==> config.mk <==
export PLATFORM = sky130hd
export DESIGN_NAME = serial_negate_ctrl_flat
export DESIGN_NICKNAME = d
export VERILOG_FILES = /design/src/rtl/serial_negate_ctrl_if.sv /design/src/rtl/serial_negate_ctrl.sv /design/src/flat_wrapper.sv
export SDC_FILE = /design/constraint.sdc
export NUM_CORES = 1
export LEC_CHECK = 0
export BUFFER_PORTS_ARGS = -buffer_cell sky130_fd_sc_hd__buf_2
export CORE_MARGIN = 2
export CORE_UTILIZATION = 35
export DETAILED_ROUTE_END_ITERATION = 8
export PLACE_DENSITY = 0.57
export SLEW_MARGIN = 5
export SYNTH_ARGS = -nofsm -noshare
export SYNTH_HDL_FRONTEND = slang
export SYNTH_SLANG_ARGS = --single-unit
==> constraint.sdc <==
create_clock -name clk -period 2.9 [get_ports clk]
set_input_delay 0.58 -clock clk [delete_from_list [all_inputs] [get_ports clk]]
set_output_delay 0.58 -clock clk [all_outputs]
set_load 0.1 [all_outputs]
==> src/rtl/serial_negate_ctrl_if.sv <==
// ---------------------------------------------------------------------------
// serial_negate_ctrl_if
//   Word-level handshake bundle for serial_negate_ctrl.
//   Input side : in_valid / in_data / in_ready   (producer offers a word)
//   Output side: out_valid / out_data / out_ready (consumer takes the result)
//   Modports:
//     master - the environment: drives in_valid, in_data, out_ready
//     slave  - the controller : drives in_ready, out_valid, out_data
// ---------------------------------------------------------------------------
interface serial_negate_ctrl_if #(
  parameter int WIDTH = 8
);
  logic             in_valid;
  logic [WIDTH-1:0] in_data;
  logic             in_ready;
  logic             out_valid;
  logic [WIDTH-1:0] out_data;
  logic             out_ready;

  modport master (
    output in_valid, in_data, out_ready,
    input  in_ready, out_valid, out_data
  );

  modport slave (
    input  in_valid, in_data, out_ready,
    output in_ready, out_valid, out_data
  );
endinterface

==> src/rtl/serial_negate_ctrl.sv <==
// ---------------------------------------------------------------------------
// serial_negate_ctrl
//   Two's-complement negation of a WIDTH-bit word, done bit-serially through
//   an external copy-until-first-1-then-invert converter. A word is captured
//   in IDLE, the converter is cleared for one cycle (CLEAR), the word is
//   streamed LSB first for WIDTH cycles (SHIFT) while the converter's answer
//   is shifted back in, and the result is offered until taken (DONE).
//
// Ports
//   clk, rst_n   : clock, synchronous active-low reset
//   bus          : serial_negate_ctrl_if.slave (in/out word handshakes)
//   conv_x       : serial bit to the converter, LSB first
//   conv_z       : converter's same-cycle response to conv_x
//   conv_rst_n   : converter clear, active-low, sampled on clk
//   ovf          : only with SERIAL_NEGATE_OVF_EN defined; high alongside
//                  out_valid when the word was the most-negative value
//                  (1 followed by WIDTH-1 zeros), whose negation overflows
//
// Parameters
//   WIDTH        : word width, 2..32
// ---------------------------------------------------------------------------
module serial_negate_ctrl #(
  parameter int WIDTH = 8
) (
  input  logic                 clk,
  input  logic                 rst_n,
  serial_negate_ctrl_if.slave  bus,
  output logic                 conv_x,
  input  logic                 conv_z,
  output logic                 conv_rst_n
`ifdef SERIAL_NEGATE_OVF_EN
  ,
  output logic                 ovf
`endif
);

  localparam int                CNT_W    = $clog2(WIDTH);
  localparam logic [CNT_W-1:0]  LAST_BIT = CNT_W'(WIDTH - 1);

  typedef enum logic [1:0] {
    IDLE,
    CLEAR,
    SHIFT,
    DONE
  } state_e;

  state_e             state_q, state_d;
  logic [WIDTH-1:0]   shreg_q, shreg_d;
  logic [WIDTH-1:0]   result_q, result_d;
  logic [CNT_W-1:0]   bit_cnt_q, bit_cnt_d;

  // NOTE: reset is synchronous, so it lives inside the clocked branch and the
  // sensitivity list carries only the clock edge.
  // NOTE: state registers use non-blocking assignments so every flop samples
  // the pre-edge value of every other flop.
  always_ff @(posedge clk) begin
    if (!rst_n) begin
      state_q   <= IDLE;
      shreg_q   <= '0;
      result_q  <= '0;
      bit_cnt_q <= '0;
    end else begin
      state_q   <= state_d;
      shreg_q   <= shreg_d;
      result_q  <= result_d;
      bit_cnt_q <= bit_cnt_d;
    end
  end

  // The shift register doubles as the result accumulator: as the operand
  // drains out of bit 0, converter answers fill in from the MSB, so after
  // WIDTH shifts it holds the negated word. result_q is loaded only on entry
  // to DONE, keeping out_data stable until the next word completes.
  always_comb begin
    // NOTE: every output of this block gets a default first; a path that
    // skipped an assignment would infer a latch.
    state_d   = state_q;
    shreg_d   = shreg_q;
    result_d  = result_q;
    bit_cnt_d = bit_cnt_q;

    unique case (state_q)
      IDLE: begin
        if (bus.in_valid) begin
          shreg_d   = bus.in_data;
          bit_cnt_d = '0;
          state_d   = CLEAR;
        end
      end
      CLEAR: begin
        state_d = SHIFT;
      end
      SHIFT: begin
        shreg_d = {conv_z, shreg_q[WIDTH-1:1]};
        if (bit_cnt_q == LAST_BIT) begin
          result_d = {conv_z, shreg_q[WIDTH-1:1]};
          state_d  = DONE;
        end else begin
          bit_cnt_d = bit_cnt_q + CNT_W'(1);
        end
      end
      DONE: begin
        if (bus.out_ready) state_d = IDLE;
      end
      default: state_d = IDLE;
    endcase
  end

  // Outputs are decoded from state; gating with rst_n keeps the handshakes
  // and the converter quiet during the reset cycle itself, which also
  // suppresses out_valid for a word aborted in DONE.
  assign bus.in_ready  = rst_n && (state_q == IDLE);
  assign bus.out_valid = rst_n && (state_q == DONE);
  assign bus.out_data  = result_q;
  assign conv_rst_n    = rst_n && (state_q == SHIFT);
  assign conv_x        = conv_rst_n && shreg_q[0];

`ifdef SERIAL_NEGATE_OVF_EN
  localparam logic [WIDTH-1:0] MOST_NEG = {1'b1, {(WIDTH-1){1'b0}}};

  logic ovf_q, ovf_d;

  always_ff @(posedge clk) begin
    if (!rst_n) ovf_q <= 1'b0;
    else        ovf_q <= ovf_d;
  end

  // Flag is decided at capture time from the raw operand.
  always_comb begin
    ovf_d = ovf_q;
    if (state_q == IDLE && bus.in_valid) ovf_d = (bus.in_data == MOST_NEG);
  end

  assign ovf = bus.out_valid && ovf_q;
`endif

endmodule

==> src/flat_wrapper.sv <==
// flat-port wrapper written by rule: the top's interface ports become plain ports
module serial_negate_ctrl_flat 
#(
  parameter int WIDTH = 8
)
  (clk, rst_n, conv_x, conv_z, conv_rst_n, bus_in_valid, bus_in_data, bus_out_ready, bus_in_ready, bus_out_valid, bus_out_data);
  serial_negate_ctrl_if #(.WIDTH(WIDTH)) bus_i ();
  input  logic clk;
  input  logic rst_n;
  output logic conv_x;
  input  logic conv_z;
  output logic conv_rst_n;
  input wire logic [$bits(bus_i.in_valid)-1:0] bus_in_valid;
  input wire logic [$bits(bus_i.in_data)-1:0] bus_in_data;
  input wire logic [$bits(bus_i.out_ready)-1:0] bus_out_ready;
  output wire logic [$bits(bus_i.in_ready)-1:0] bus_in_ready;
  output wire logic [$bits(bus_i.out_valid)-1:0] bus_out_valid;
  output wire logic [$bits(bus_i.out_data)-1:0] bus_out_data;
  assign bus_i.in_valid = bus_in_valid;
  assign bus_i.in_data = bus_in_data;
  assign bus_i.out_ready = bus_out_ready;
  assign bus_in_ready = bus_i.in_ready;
  assign bus_out_valid = bus_i.out_valid;
  assign bus_out_data = bus_i.out_data;
  serial_negate_ctrl #(.WIDTH(WIDTH)) u_core (.clk(clk), .rst_n(rst_n), .bus(bus_i), .conv_x(conv_x), .conv_z(conv_z), .conv_rst_n(conv_rst_n));
endmodule
==> summary.txt <==
STA
  • Setup TNS: 0 ns
  • RSZ-0062 raised after global routing: no
  • Worst-Margin Slew: ~0.5 ns
  • Max-slew headroom: roughly two thirds
  • Clk_skew: between 0.002 and 0.003 ns
  • Final Hold Fails: 0
  • Final setup viols: 0
  • Crit path time final: 2.316 ns
  • Slew Limit Fails: 0
  • Final period utilization: 79.87%
  • Fmax: about 430 MHz

Clocking
  • Number of hold buffers added after cts: 0
  • Latest clock arrival within the worst-skew pair: approximately 0.31 ns
  • Setup bufs post-CTS: 0
  • Clock root cell: clkbuf_4
  • TritonCTS clock tree: yes
  • Post-cts gate resize count: 0
  • H-tree depth: 1
  • Clock slew at reported path FFs: around 0.12 ns
  • Clock sink total: 21
  • Clk buf depth: 2
  • CTS Buf Count: 3

Yosys
  • Area contributors post-synth: dfxtp_1, mux2i_1, a211oi_2
  • Cells after Synth: 118
  • Part of the Yosys area used for sequential elements: 39.67%
  • Post-synth EDFFs: 0
  • Netlist cell types: 26
  • Post-synthesis net count: between 100 and 150
  • Syn avg cell area: around 9.0 sq um
  • Synth Register Bits: 21
  • Synth Cell Area: 1060 sq um
  • Share of Yosys cell area claimed by the top area cell type: between 30% and 40%
  • Top cell type by total area after synthesis: dfxtp_1
  • Post-synth top cells: dfxtp_1, nand2_1, mux2i_1
  • Syn. warnings: 0
  • Count leader, synth: dfxtp_1
  • Main flop type after synthesis: dfxtp_1
  • Ys async rst share: 0%

Critical path
  • Setup CP Type: flop to output port
  • Critical Path Start: u_core.state_q[0]
  • RR Endpoint: u_core.state_q[0]
  • CP Cell Sequence: inv_1 > ha_1 > buf_4 > and3_1 > buf_2
  • CP Capture Type: output port
  • CP required: around 2.3 ns
  • CP max-delay cell: buf_2
  • Worst r2r path cells: 5
  • Reg-to-Reg Start: u_core.bit_cnt_q[0]
  • Critical path endpoint: conv_x
  • Nature of the critical path startpoint: flop
  • Max FO, Critical Path: 14
  • CP Data Arrival Time: 1.74 ns
  • Max incr delay on CP: ~0.42 ns
  • R2R setup slack: approximately 1.1 ns

Floorplan
  • Core Region: ~2800 sq um
  • Initial Util: 37.78%
  • Die H: 59.03 microns
  • Top-Level Pins: 25
  • Die area: between 3000 and 4000 sq um
  • Row cnt: 19
  • Die width: around 59 microns

Routing
  • Initial DRC Count: 34
  • Routed via count: around 860
  • Total Wirelength: 2137 microns
  • Vias/cell: 4.988
  • Wire per inst: ~12 microns
  • DRC errors left: 0
  • DRT antenna net count: 0
  • Initial DRT Pass Iterations: 4

Run
  • Max Cap Viol: 0

Power
  • VDD IR max: between 0.2 and 0.3 mV
  • Power, Total: roughly 0.00086 W
  • PwrDens: between 700 and 800 nW/um^2
  • Lkg Pwr: ~0.52 nW

Placement
  • Routability cong.: around 0.78
  • Placed cell count: approximately 170
  • HPWL after DPL: around 1600 microns
  • Cell Area, Placed: around 1200 sq um
  • PortBufs: 24

Layout
  • Post-Layout Cell Count: between 150 and 200
  • Share of layout cells above drive strength 1: between 20% and 30%
  • Ant. Diodes: 0
  • Area delta synth->final: 15.47%
  • Nets: 161
  • Post-route cell area: around 1200 sq um

GRT
  • First-pass GRT wire length: roughly 3500 microns
  • Antenna violations before repair: 0
  • Vias in the first global route: 794
  • Pin count of the biggest net entering global routing: 19
  • GRT Residual Overflow: 0
  • Total track usage: roughly 13%

Outcome
  • Status: finished, final reports clean

Min path
  • Hold Path Class: flop to flop
## metrics by stage
| step | hold slack [ns] | util (%) | setup WS [ns] |
|---|---|---|---|
| final | 0.4571 | 43.62 | 0.5837 |
| after global routing | 0.4814 | 43.62 | 0.4771 |
| after CTS | 0.4614 | 43.62 | 0.5754 |
| after detailed placement | 0.4437 | 42.64 | 0.9272 |
| after global placement | 0.4403 | 42.64 | 0.9307 |
| after floorplan | 0.4521 | - | 0.5535 |
## logic make-up after synthesis
kind of cell | synth area share (%)
simple gates | 17.36
compound gates | 18.42
flops | 39.67
buf+inv | 6.020
mux | 11.45
fa+ha+maj | 7.084
## critical path: cells and delay by family, from the launching register on
family	cells	cell delay, ns
fa+ha+maj	1	0.17
buf+inv	3	0.74
flops	1	0.35
simple gates	1	0.17
## layer usage
layer	up-vias	track usage, %	part of all wire (%)
li1	456	-	-
met1	382	16.60	48
met2	18	20.95	47
met3	2	4.585	4.2
met4	0	2.922	0.75
met5	-	0	0
## final cells by class
type / instances / area [sq um]
Fill cell: 292 / 1582
Multi-Input combinational cell: 83 / 575.6
Sequential cell: 21 / 420.4
Timing Repair Buffer: 26 / 135.1
Tap cell: 31 / 38.79
Inverter: 7 / 26.28
Clock buffer: 3 / 22.52
Clock inverter: 1 / 5.005
## how the worst min path moves through the flow
stage,start,endpoint,slack [ns],depth (start not counted)
final,u_core.bus.out_data[4],u_core.bus.out_data[4],0.46,2
after floorplan,u_core.state_q[0],u_core.state_q[0],0.45,2
after global routing,u_core.bus.out_data[3],u_core.bus.out_data[3],0.48,2
after CTS,u_core.bus.out_data[2],u_core.bus.out_data[2],0.46,2
after detailed placement,u_core.bus.out_data[2],u_core.bus.out_data[2],0.44,2
after global placement,u_core.bus.out_data[7],u_core.bus.out_data[7],0.44,2
## power breakdown
| group | internal, W | switching (W) | total, W |
|---|---|---|---|
| logic | 0.000120 | 0.000202 | 0.000322 |
| clock network | 0.0000515 | 0.0000907 | 0.000142 |
| registers | 0.000346 | 0.0000479 | 0.000394 |
## placed cells by master (no fill, tap or decap), drive strengths merged, types with 2 or more instances in the layout
cell / netlist / final
nand3: 8 / 8
and2: 4 / 4
a21oi: 9 / 9
a211oi: 8 / 8
mux2i: 11 / 11
ha: 6 / 6
o22ai: 2 / 2
inv: 7 / 7
dfxtp: 21 / 21
nand2: 16 / 16
nor2: 9 / 9
buf: 5 / 26
clkbuf: 2 / 3
## state kept, by name, summed over array words and instances (netlist names)
name                 count
u_core.bus.out_data      8
u_core.bit_cnt_q         3
u_core.state_q           2
u_core.shreg_q           8
(Power assumes the default switching activity.)
